**config.mk**
```make
export PLATFORM = sky130hd
export DESIGN_NAME = bsg_global_buffer_row_rw_flat
export DESIGN_NICKNAME = d
export VERILOG_FILES = /design/src/rtl/bsg_global_buffer_row_rw_if.sv /design/src/rtl/bsg_global_buffer_row_rw.sv /design/src/flat_wrapper.sv
export SDC_FILE = /design/constraint.sdc
export NUM_CORES = 1
export LEC_CHECK = 0
export CAP_MARGIN = 20
export CELL_PAD_IN_SITES_DETAIL_PLACEMENT = 0
export CELL_PAD_IN_SITES_GLOBAL_PLACEMENT = 1
export CORE_ASPECT_RATIO = 0.6
export CORE_MARGIN = 2
export CORE_UTILIZATION = 44
export DETAILED_ROUTE_END_ITERATION = 8
export PLACE_DENSITY = 0.87
export SLEW_MARGIN = 20
export SYNTH_ARGS = -nofsm -noshare
export SYNTH_HDL_FRONTEND = slang
export SYNTH_SLANG_ARGS = --single-unit
```
**constraint.sdc**
```tcl
create_clock -name clk_i -period 6.5 [get_ports clk_i]
set_clock_uncertainty 0.05 [all_clocks]
set_input_delay 1.95 -clock clk_i [delete_from_list [all_inputs] [get_ports clk_i]]
set_output_delay 1.95 -clock clk_i [all_outputs]
set_load 0.01 [all_outputs]
```
**src/rtl/bsg_global_buffer_row_rw_if.sv**
```systemverilog
// Request/response bus of the global-buffer row: west-edge requests in, east-edge responses out.
// No storage; pure signal bundle.
// Requests use valid/ready, responses use valid/yumi.
interface bsg_global_buffer_row_rw_if #(
  parameter int addr_width_p = 12,
  parameter int data_width_p = 32
);
  logic                    v_i;
  logic                    w_i;
  logic [addr_width_p-1:0] addr_i;
  logic [data_width_p-1:0] data_i;
  logic                    ready_o;
  logic                    v_o;
  logic [data_width_p-1:0] data_o;
  logic                    err_o;
  logic                    w_o;
  logic                    yumi_i;

  // Client side: issues requests and consumes responses.
  modport master (
    output v_i, w_i, addr_i, data_i, yumi_i,
    input  ready_o, v_o, data_o, err_o, w_o
  );

  // Row side: accepts requests and produces responses.
  modport slave (
    input  v_i, w_i, addr_i, data_i, yumi_i,
    output ready_o, v_o, data_o, err_o, w_o
  );
endinterface

```
**src/rtl/bsg_global_buffer_row_rw.sv**
```systemverilog
// Single-row global-buffer network: mixed read/write requests hop across nodes_p banks, read data returns in order.
// Latency nodes_p+2 cycles from accept to v_o; one request per cycle while credits remain.
// Credit pool sized to the response FIFO; ready_o drops when no credit is left. Optional BSG_GB_ROW_WRITE_ACK_EN makes writes return acks.
module bsg_global_buffer_row_rw #(
  parameter int nodes_p           = 4,
  parameter int bank_addr_width_p = 10,
  parameter int data_width_p      = 32,
  parameter int rsp_fifo_els_p    = 4,
  localparam int id_width_lp      = (nodes_p > 1) ? $clog2(nodes_p) : 1,
  localparam int addr_width_lp    = id_width_lp + bank_addr_width_p
) (
  input  logic                                           clk_i,
  input  logic                                           reset_n_i,
  bsg_global_buffer_row_rw_if.slave                      bus,
  output logic [nodes_p-1:0]                             mem_v_o,
  output logic [nodes_p-1:0]                             mem_w_o,
  output logic [nodes_p-1:0][bank_addr_width_p-1:0]      mem_addr_o,
  output logic [nodes_p-1:0][data_width_p-1:0]           mem_data_o,
  input  logic [nodes_p-1:0][data_width_p-1:0]           mem_data_i
);

  localparam int credit_width_lp = (rsp_fifo_els_p + 1 > 1) ? $clog2(rsp_fifo_els_p + 1) : 1;
  localparam int ptr_width_lp    = (rsp_fifo_els_p > 1) ? $clog2(rsp_fifo_els_p) : 1;

  typedef struct packed {
    logic                         v;
    logic                         w;
    logic [id_width_lp-1:0]       dest;
    logic [bank_addr_width_p-1:0] addr;
    logic [data_width_p-1:0]      data;
  } req_t;

  typedef struct packed {
    logic                    v;
    logic                    hit;
    logic                    err;
`ifdef BSG_GB_ROW_WRITE_ACK_EN
    logic                    w;
`endif
    logic [data_width_p-1:0] data;
  } slot_t;

  typedef struct packed {
    logic                    err;
`ifdef BSG_GB_ROW_WRITE_ACK_EN
    logic                    w;
`endif
    logic [data_width_p-1:0] data;
  } rsp_t;

  req_t                                 stage_r [nodes_p];
  slot_t                                slot_r  [nodes_p];
  rsp_t                                 fifo_mem_r [rsp_fifo_els_p];
  logic [nodes_p-1:0][data_width_p-1:0] slot_data;
  logic [ptr_width_lp-1:0]              wptr_r, rptr_r;
  logic [credit_width_lp-1:0]           count_r, credit_r;
  logic                                 accept, produces_rsp, enq, deq;
  rsp_t                                 enq_entry, head;

  // A dest id past the last node matches no bank and comes back flagged.
  function automatic logic out_of_range(input logic [id_width_lp-1:0] dest);
    return 32'(dest) >= 32'(nodes_p);
  endfunction

  function automatic logic [ptr_width_lp-1:0] next_ptr(input logic [ptr_width_lp-1:0] p);
    return (p == ptr_width_lp'(rsp_fifo_els_p - 1)) ? '0 : p + ptr_width_lp'(1);
  endfunction

  assign accept = bus.v_i & bus.ready_o;

`ifdef BSG_GB_ROW_WRITE_ACK_EN
  assign produces_rsp = 1'b1;
`else
  assign produces_rsp = ~bus.w_i;
`endif

  // Request pipeline: one registered hop per node, never stalls.
  always_ff @(posedge clk_i or negedge reset_n_i) begin
    if (!reset_n_i) begin
      for (int x = 0; x < nodes_p; x++) stage_r[x] <= '0;
    end else begin
      stage_r[0].v    <= accept;
      stage_r[0].w    <= bus.w_i;
      stage_r[0].dest <= bus.addr_i[addr_width_lp-1 -: id_width_lp];
      stage_r[0].addr <= bus.addr_i[bank_addr_width_p-1:0];
      stage_r[0].data <= bus.data_i;
      for (int x = 1; x < nodes_p; x++) stage_r[x] <= stage_r[x-1];
    end
  end

  for (genvar x = 0; x < nodes_p; x++) begin : g_node
    assign mem_v_o[x]    = stage_r[x].v & (stage_r[x].dest == id_width_lp'(x));
    assign mem_w_o[x]    = stage_r[x].w;
    assign mem_addr_o[x] = stage_r[x].addr;
    assign mem_data_o[x] = stage_r[x].data;
    // Bank read data lands one cycle after the strobe, i.e. while this slot holds the request.
    assign slot_data[x]  = slot_r[x].hit ? mem_data_i[x] : slot_r[x].data;
  end

  // Response pipeline: slot x trails stage x by one cycle and picks up read data at its node.
  always_ff @(posedge clk_i or negedge reset_n_i) begin
    if (!reset_n_i) begin
      for (int x = 0; x < nodes_p; x++) slot_r[x] <= '0;
    end else begin
      slot_r[0].v    <= stage_r[0].v & (~stage_r[0].w | produces_rsp_w_ack());
      slot_r[0].hit  <= mem_v_o[0] & ~mem_w_o[0];
      slot_r[0].err  <= out_of_range(stage_r[0].dest);
`ifdef BSG_GB_ROW_WRITE_ACK_EN
      slot_r[0].w    <= stage_r[0].w;
`endif
      slot_r[0].data <= '0;
      for (int x = 1; x < nodes_p; x++) begin
        slot_r[x]      <= slot_r[x-1];
        slot_r[x].hit  <= mem_v_o[x] & ~mem_w_o[x];
        slot_r[x].data <= slot_data[x-1];
      end
    end
  end

  // Whether a write travelling down the pipe owes a response.
  function automatic logic produces_rsp_w_ack();
`ifdef BSG_GB_ROW_WRITE_ACK_EN
    return 1'b1;
`else
    return 1'b0;
`endif
  endfunction

  assign enq            = slot_r[nodes_p-1].v;
  assign enq_entry.err  = slot_r[nodes_p-1].err;
`ifdef BSG_GB_ROW_WRITE_ACK_EN
  assign enq_entry.w    = slot_r[nodes_p-1].w;
`endif
  assign enq_entry.data = slot_data[nodes_p-1];
  assign deq            = bus.v_o & bus.yumi_i;
  assign head           = fifo_mem_r[rptr_r];

  // Response FIFO storage; credits guarantee a free entry on every enqueue.
  always_ff @(posedge clk_i) begin
    if (enq) fifo_mem_r[wptr_r] <= enq_entry;
  end

  // Response FIFO pointers and occupancy.
  always_ff @(posedge clk_i or negedge reset_n_i) begin
    if (!reset_n_i) begin
      wptr_r  <= '0;
      rptr_r  <= '0;
      count_r <= '0;
    end else begin
      if (enq) wptr_r <= next_ptr(wptr_r);
      if (deq) rptr_r <= next_ptr(rptr_r);
      case ({enq, deq})
        2'b10:   count_r <= count_r + credit_width_lp'(1);
        2'b01:   count_r <= count_r - credit_width_lp'(1);
        default: count_r <= count_r;
      endcase
    end
  end

  // Credit pool: one credit per response in flight or waiting in the FIFO.
  always_ff @(posedge clk_i or negedge reset_n_i) begin
    if (!reset_n_i) begin
      credit_r <= credit_width_lp'(rsp_fifo_els_p);
    end else begin
      case ({accept & produces_rsp, deq})
        2'b10:   credit_r <= credit_r - credit_width_lp'(1);
        2'b01:   credit_r <= credit_r + credit_width_lp'(1);
        default: credit_r <= credit_r;
      endcase
    end
  end

  assign bus.ready_o = (credit_r != '0);
  assign bus.v_o     = (count_r != '0);
  assign bus.data_o  = bus.v_o ? head.data : '0;
  assign bus.err_o   = bus.v_o & head.err;
`ifdef BSG_GB_ROW_WRITE_ACK_EN
  assign bus.w_o     = bus.v_o & head.w;
`else
  assign bus.w_o     = 1'b0;
`endif

endmodule

```
**src/flat_wrapper.sv**
```systemverilog
// flat-port wrapper written by rule: the top's interface ports become plain ports
module bsg_global_buffer_row_rw_flat 
#(
  parameter int nodes_p           = 4,
  parameter int bank_addr_width_p = 10,
  parameter int data_width_p      = 32,
  parameter int rsp_fifo_els_p    = 4,
  localparam int id_width_lp      = (nodes_p > 1) ? $clog2(nodes_p) : 1,
  localparam int addr_width_lp    = id_width_lp + bank_addr_width_p
)
  (clk_i, reset_n_i, mem_v_o, mem_w_o, mem_addr_o, mem_data_o, mem_data_i, bus_v_i, bus_w_i, bus_addr_i, bus_data_i, bus_yumi_i, bus_ready_o, bus_v_o, bus_data_o, bus_err_o, bus_w_o);
  bsg_global_buffer_row_rw_if #(.addr_width_p(12), .data_width_p(data_width_p)) bus_i ();
  input  logic clk_i;
  input  logic reset_n_i;
  output logic [nodes_p-1:0] mem_v_o;
  output logic [nodes_p-1:0] mem_w_o;
  output logic [nodes_p-1:0][bank_addr_width_p-1:0] mem_addr_o;
  output logic [nodes_p-1:0][data_width_p-1:0] mem_data_o;
  input  logic [nodes_p-1:0][data_width_p-1:0] mem_data_i;
  input wire logic [$bits(bus_i.v_i)-1:0] bus_v_i;
  input wire logic [$bits(bus_i.w_i)-1:0] bus_w_i;
  input wire logic [$bits(bus_i.addr_i)-1:0] bus_addr_i;
  input wire logic [$bits(bus_i.data_i)-1:0] bus_data_i;
  input wire logic [$bits(bus_i.yumi_i)-1:0] bus_yumi_i;
  output wire logic [$bits(bus_i.ready_o)-1:0] bus_ready_o;
  output wire logic [$bits(bus_i.v_o)-1:0] bus_v_o;
  output wire logic [$bits(bus_i.data_o)-1:0] bus_data_o;
  output wire logic [$bits(bus_i.err_o)-1:0] bus_err_o;
  output wire logic [$bits(bus_i.w_o)-1:0] bus_w_o;
  assign bus_i.v_i = bus_v_i;
  assign bus_i.w_i = bus_w_i;
  assign bus_i.addr_i = bus_addr_i;
  assign bus_i.data_i = bus_data_i;
  assign bus_i.yumi_i = bus_yumi_i;
  assign bus_ready_o = bus_i.ready_o;
  assign bus_v_o = bus_i.v_o;
  assign bus_data_o = bus_i.data_o;
  assign bus_err_o = bus_i.err_o;
  assign bus_w_o = bus_i.w_o;
  bsg_global_buffer_row_rw #(.nodes_p(nodes_p), .bank_addr_width_p(bank_addr_width_p), .data_width_p(data_width_p), .rsp_fifo_els_p(rsp_fifo_els_p)) u_core (.clk_i(clk_i), .reset_n_i(reset_n_i), .bus(bus_i), .mem_v_o(mem_v_o), .mem_w_o(mem_w_o), .mem_addr_o(mem_addr_o), .mem_data_o(mem_data_o), .mem_data_i(mem_data_i));
endmodule
```
==> results of run 1 <==
worst min path at each step:
stage / start / to / cells past startpoint / slack [ps]
final: u_core.slot_r[69] / u_core.enq / 0 / 300
after global placement: u_core.slot_r[139] / u_core.slot_r[104] / 0 / 280
after CTS: u_core.slot_r[69] / u_core.enq / 0 / 300
after detailed placement: u_core.slot_r[69] / u_core.enq / 0 / 290
after floorplan: u_core.slot_r[69] / u_core.enq / 0 / 280
after global routing: u_core.mem_addr_o[15] / u_core.mem_addr_o[25] / 0 / 320
layout by cell type, fill, tap and decap left out, types with 3 or more instances in the layout:
cell	n
mux2_2	90
clkbuf_1	11
dfrtp_1	296
edfxtp_1	128
xor2_1	4
and2_1	69
nor2b_1	3
clkdlybuf4s50_1	385
clkbuf_8	6
nor2_1	5
clkinv_2	8
nand2_1	3
mux4_1	4
inv_1	7
mux4_2	28
clkbuf_16	40
bufinv_16	3
buf_4	9
mux2_1	7
ha_1	7
cells by family (layout without fill, tap and decap cells):
kind of cell               after synthesis  in the layout  share of synthesized area, %
muxes                                  132            132                          12.1
and+or+nand+nor                         89             89                          3.52
adders and majority gates                9              9                         0.828
AOI/OAI and AO/OA                        2              2                        0.0650
DFF                                    426            426                          73.3
other                                    1              4                        0.0243
buffers and inverters                  207            475                          9.74
xor gates and xnor gates                 6              6                         0.341
flip-flops by register name, summed over array words and instances (netlist names):
signal,flops
u_core.rptr_r,2
u_core.credit_r,3
u_core.mem_addr_o,40
u_core.mem_w_o,4
u_core.mem_data_o,128
u_core.wptr_r,2
u_core.fifo_mem_r,128
u_core.slot_r,103
u_core.count_r,3
u_core.enq,1
u_core.stage_r,12
through the flow:
stage          util (%)  std cells  hold slack (ps)  instance area [um2]
3_5_place_dp       53.2       1536              286                18500
4_1_cts            56.9       1608              304                19800
2_1_floorplan         -        873              281                15400
6_report           56.9       1610              303                19800
3_3_place_gp       53.2       1536              284                18500
5_1_grt            56.9       1610              319                19800
worst max-delay path, stage by stage (launching register included):
cell	delay (ps)
dfrtp_4	850
mux4_1	640
and2_1	180
clkdlybuf4s50_1	480
routing by layer:
layer | global-route usage, % | vias to the layer above | share of wire, %
met1 | 27.9 | 3744 | 45
met2 | 29.9 | 197 | 48
met5 | 0 | - | 0.12
met4 | 5.09 | 6 | 1.8
li1 | - | 3290 | -
met3 | 3.83 | 46 | 5.5
report_power, final:
group,internal (W),switching (W),total (W)
combinational,0.000797,0.000534,0.00133
sequential,0.00300,0.000151,0.00315
clock,0.00134,0.000981,0.00232
total,0.00513,0.00167,0.00680
cell type report:
type / instances / area [um2]
antenna: 2 / 5.00
clock buffer: 58 / 1130
clock inverter: 14 / 164
fill: 2683 / 15000
inverter: 7 / 26.3
multi-input combinational: 240 / 2610
sequential: 426 / 11300
tap: 467 / 584
timing repair buffer: 396 / 3960
==> metrics.cfg, run 1 <==
[logic_synthesis]
ys_top_cells_by_area=dfrtp_1, edfxtp_1, buf_4
ys_async_sr_fraction_pct=70.0
ys_ff_latch=426
syn_avg_cell_area_um2=17.7
synth_most_common_cell=dfrtp_1
yosys_warnings=0
yosysTopAreaCellShare_pct=48.2
synth-edff-count=128
synth_flop_cell=dfrtp_1
synthCells=872
ys_types=32
synth_top_area_cell=dfrtp_1
ys_seq_area_share_pct=73.3
yosys-top-cells-count=dfrtp_1, buf_4, edfxtp_1, mux2_2, and2_1
syn_area_um2=15400

[global_route]
grt_use_total_pct=19.2
overflow=0
antenna_found_initial=11
grt_max_degree=131
grt_pass1_vias=7722
grt_pass1_wl_um=51200

[pwr]
totalPowerFinal_w=0.00680
leakagePower_nw=8.21
peakVddDrop_mv=0.241
p_per_area_nw_per_um2=344

[clock_network]
post_cts_buffers=0
cts_tree=done
cts_buffers=39
worstSkewPairLatency_ps=530
hold_buffers=0
cts_num_sinks=426
clk_pin_slew_ps=60
cts_resized=0
cts-root-buf=clkbuf_16
cts_buffer_depth=3
h-tree-depth=2

[floorplan]
die_w_um=246
pin_count=389
rows=53
dieArea_um2=36600
coreArea_um2=34700
start_util_pct=44.3
die_height_um=149

[worst_setup_path]
cp-end-kind=primary output
path_max_fanout=35
reg2reg_from=u_core.count_r[2]
crit_arrival_ps=2710
crit_end=bus_data_o[0]
reg2reg_slack_ps=4130
cp.required_ps=4500
start_kind=flip-flop
crit_start=u_core.rptr_r[0]
worstReg2RegEnd=u_core.credit_r[1]
path_class=flip-flop to primary output
rr_worst_depth=6

[timing]
setup_slack_ps=1790
tightest_slew_ps=897
fmax_mhz=212
timing.slew.headroom_pct=40.2
drv_slew=0
finalHoldViolCount=0
rsz0062_at_grt=no
fin_tns_setup_ps=0
post-route-period-util_pct=72.4
period_needed_ps=4710
finalSetupViolCount=0

[place]
hpwl_um=24700
io_buffers=386
dpl_worst_slack_ps=2000
place.gp.congestion=0.823

[finish]
syn_to_final_growth_pct=28.4
drive_above_1_share_pct=17.2
fin_nets=1296

[detailed_routing]
drt_iter0_markers=342
vias=7283
dr.pass1.iters=4
vias_per_cell=4.52
post_drt_wl_per_cell_um=21.7
antenna_left=0
drc_errors=0
wl_um=35000

[job]
maxCapViolCount=0

[min_path]
hold_path_class=flip-flop to flip-flop

[outcome]
outcome=complete, no violations

(Power assumes the default switching activity.)
==> inputs of run 2 (changes only) <==
--- a/config.mk
+++ b/config.mk
@@ -10,9 +10,9 @@
 export CELL_PAD_IN_SITES_GLOBAL_PLACEMENT = 1
 export CORE_ASPECT_RATIO = 0.6
 export CORE_MARGIN = 2
-export CORE_UTILIZATION = 44
+export CORE_UTILIZATION = 37
 export DETAILED_ROUTE_END_ITERATION = 8
-export PLACE_DENSITY = 0.87
+export PLACE_DENSITY = 0.79
 export SLEW_MARGIN = 20
 export SYNTH_ARGS = -nofsm -noshare
 export SYNTH_HDL_FRONTEND = slang
==> constraint.sdc (replaced) <==
create_clock -name clk_i -period 4 [get_ports clk_i]
set_clock_uncertainty 0.05 [all_clocks]
set_input_delay 1.2 -clock clk_i [delete_from_list [all_inputs] [get_ports clk_i]]
set_output_delay 1.2 -clock clk_i [all_outputs]
set_load 0.01 [all_outputs]
==> metrics.cfg, run 2 (same netlist as run 1, synthesis figures left out) <==
[worst_setup_path]
worst-path-buf-inv=2  ; +1
slowest_stage=dfrtp_2
reg2reg_slack_ps=1650  ; -2480 ps
path_max_fanout=10  ; -71%
rr_worst_depth=6  ; unchanged
worstReg2RegEnd=u_core.credit_r[1]
crit_path_cell_trace=buf_4 > mux4_1 > and2_1 > clkdlybuf4s50_1
cp-end-kind=primary output
cp.depth=4  ; +1
crit_start=u_core.rptr_r[0]
slowest_delay_ps=570  ; -280 ps
crit_end=bus_data_o[1]
crit_family=buffers and inverters
cp.required_ps=2750  ; -1750 ps
start_kind=flip-flop
path_class=flip-flop to primary output
reg2reg_from=u_core.count_r[2]
crit_arrival_ps=2580  ; -130 ps

[finish]
multiInputGateArea_um2=2610  ; +0.19%
finalNonFillerCells=1699  ; +5.5%
syn_to_final_growth_pct=29.5
final_core_util_pct=48.9  ; -8.0 points
layout_commonest_cell=clkdlybuf4s50_1
final_cell_mix=clkdlybuf4s50_1, dfrtp_1, edfxtp_1
fin_nets=1294  ; -0.15%
fin_area_um2=20000  ; +0.90%
diodes=0  ; -2
ff_latch_area_um2=11300  ; about the same
num-fill-cells=3399  ; +27%
drive_above_1_share_pct=17.6  ; +0.38 points

[pwr]
peakVddDrop_mv=0.279  ; +16%
leakagePower_nw=8.21  ; about the same
p_comb_share_pct=20.4  ; +0.8 points
clock_power_share_pct=34.4  ; +0.3 points
p_per_area_nw_per_um2=562  ; +63%
switching_share_pct=24.6  ; +0.060 points
seqPwrFrac_pct=45.2  ; -1.1 points
switchingPower_w=0.00275  ; +65%
p_int_w=0.00846  ; +65%

[place]
place_area_um2=18600  ; +0.77%
dp.cells=1626  ; +5.9%
hpwl_um=23600  ; -4.5%
dpl_worst_slack_ps=673  ; -1330 ps
place.gp.congestion=0.818  ; -0.60%
io_buffers=386  ; unchanged

[detailed_routing]
vias_per_cell=4.31  ; -4.7%
wl_um=34600  ; -1.0%
vias=7325  ; +0.58%
post_drt_wl_per_cell_um=20.4  ; -6.2%
dr.pass1.iters=4  ; unchanged
drt_iter0_markers=440  ; +29%
drc_errors=0  ; unchanged
antenna_left=0  ; unchanged

[timing]
finalHoldViolCount=0  ; unchanged
fin_tns_setup_ps=0  ; unchanged
fmax_mhz=261
post-route-period-util_pct=95.8
setup_slack_ps=167  ; -1630 ps
rsz0062_at_grt=no
finalSetupViolCount=0  ; unchanged
timing.slew.headroom_pct=29.1  ; -11 points
tightest_slew_ps=1060  ; +167 ps
drv_slew=0  ; unchanged
period_needed_ps=3830

[clock_network]
cts-root-buf=clkbuf_16
worstSkewPairLatency_ps=530  ; about the same
cts_buffers=40  ; +2.6%
clk_pin_slew_ps=60  ; about the same
cts_tree=done
hold_buffers=0  ; unchanged
cts_resized=0  ; unchanged
h-tree-depth=2  ; unchanged
cts_buffer_depth=3  ; unchanged
post_cts_buffers=0  ; unchanged
cts_num_sinks=426  ; unchanged

[global_route]
antenna_found_initial=1  ; -10
grt_pass1_wl_um=51100  ; -0.28%
globalRouteMet3Util_pct=3.59  ; -0.24 points
overflow=0  ; unchanged
top_usage_layer=met2
grtUsageMet1_pct=21.8  ; -6.1 points
grt_use_total_pct=16.2  ; -3.1 points
grt_pass1_vias=7963  ; +3.1%
use_met2_pct=27.1  ; -2.8 points
grt_max_degree=101  ; -23%

[outcome]
outcome=complete, no violations

[min_path]
hold_path_class=flip-flop to flip-flop
worstHoldStart=u_core.slot_r[104]

[floorplan]
dieArea_um2=43300  ; +18%
rows=57  ; +7.5%
pin_count=389  ; unchanged
die_height_um=162  ; +8.8%
die_w_um=267  ; +8.9%
start_util_pct=37.8  ; -6.6 points
coreArea_um2=40800  ; +17%

[job]
maxCapViolCount=0  ; unchanged

[run 2: area by class of cell]
type | instances | area share (%)
clock buffer | 56 | 5.72
clock inverter | 17 | 0.997
inverter | 7 | 0.132
multi-input combinational | 240 | 13.1
sequential | 426 | 56.7
tap | 560 | 3.51
timing repair buffer | 393 | 19.9
[run 2: layer usage]
| metal | vias to the layer above | share of wire [%] |
|---|---|---|
| li1 | 3294 | - |
| met3 | 36 | 5.1 |
| met5 | - | 0 |
| met4 | 0 | 1.3 |
| met2 | 173 | 51 |
| met1 | 3822 | 43 |
[run 2: worst min path at each step]
stage                                    end  slack (ps)  cells past startpoint
after floorplan                   u_core.enq         280                      0
after global placement     u_core.slot_r[69]         290                      0
after detailed placement   u_core.slot_r[69]         290                      0
after CTS                  u_core.slot_r[69]         300                      0
after global routing      u_core.slot_r[104]         320                      0
final                      u_core.slot_r[69]         300                      0
[run 2: power by group through the flow]
| stage | Clock [W] | Combinational, W | Sequential, W |
|---|---|---|---|
| after CTS | 0.00397 | 0.00234 | 0.00507 |
| after global placement | 0 | 0.00230 | 0.00514 |
| after detailed placement | 0 | 0.00234 | 0.00515 |
| after global routing | 0.00416 | 0.00247 | 0.00511 |
| after floorplan | 0 | 0.00137 | 0.00505 |
| final | 0.00386 | 0.00229 | 0.00507 |
[run 2: metrics by stage]
step | hold slack [ps] | power (W)
2_1_floorplan | 281 | 0.00642
3_3_place_gp | 285 | 0.00743
3_5_place_dp | 286 | 0.00749
4_1_cts | 299 | 0.0114
5_1_grt | 315 | 0.0117
6_report | 296 | 0.0112
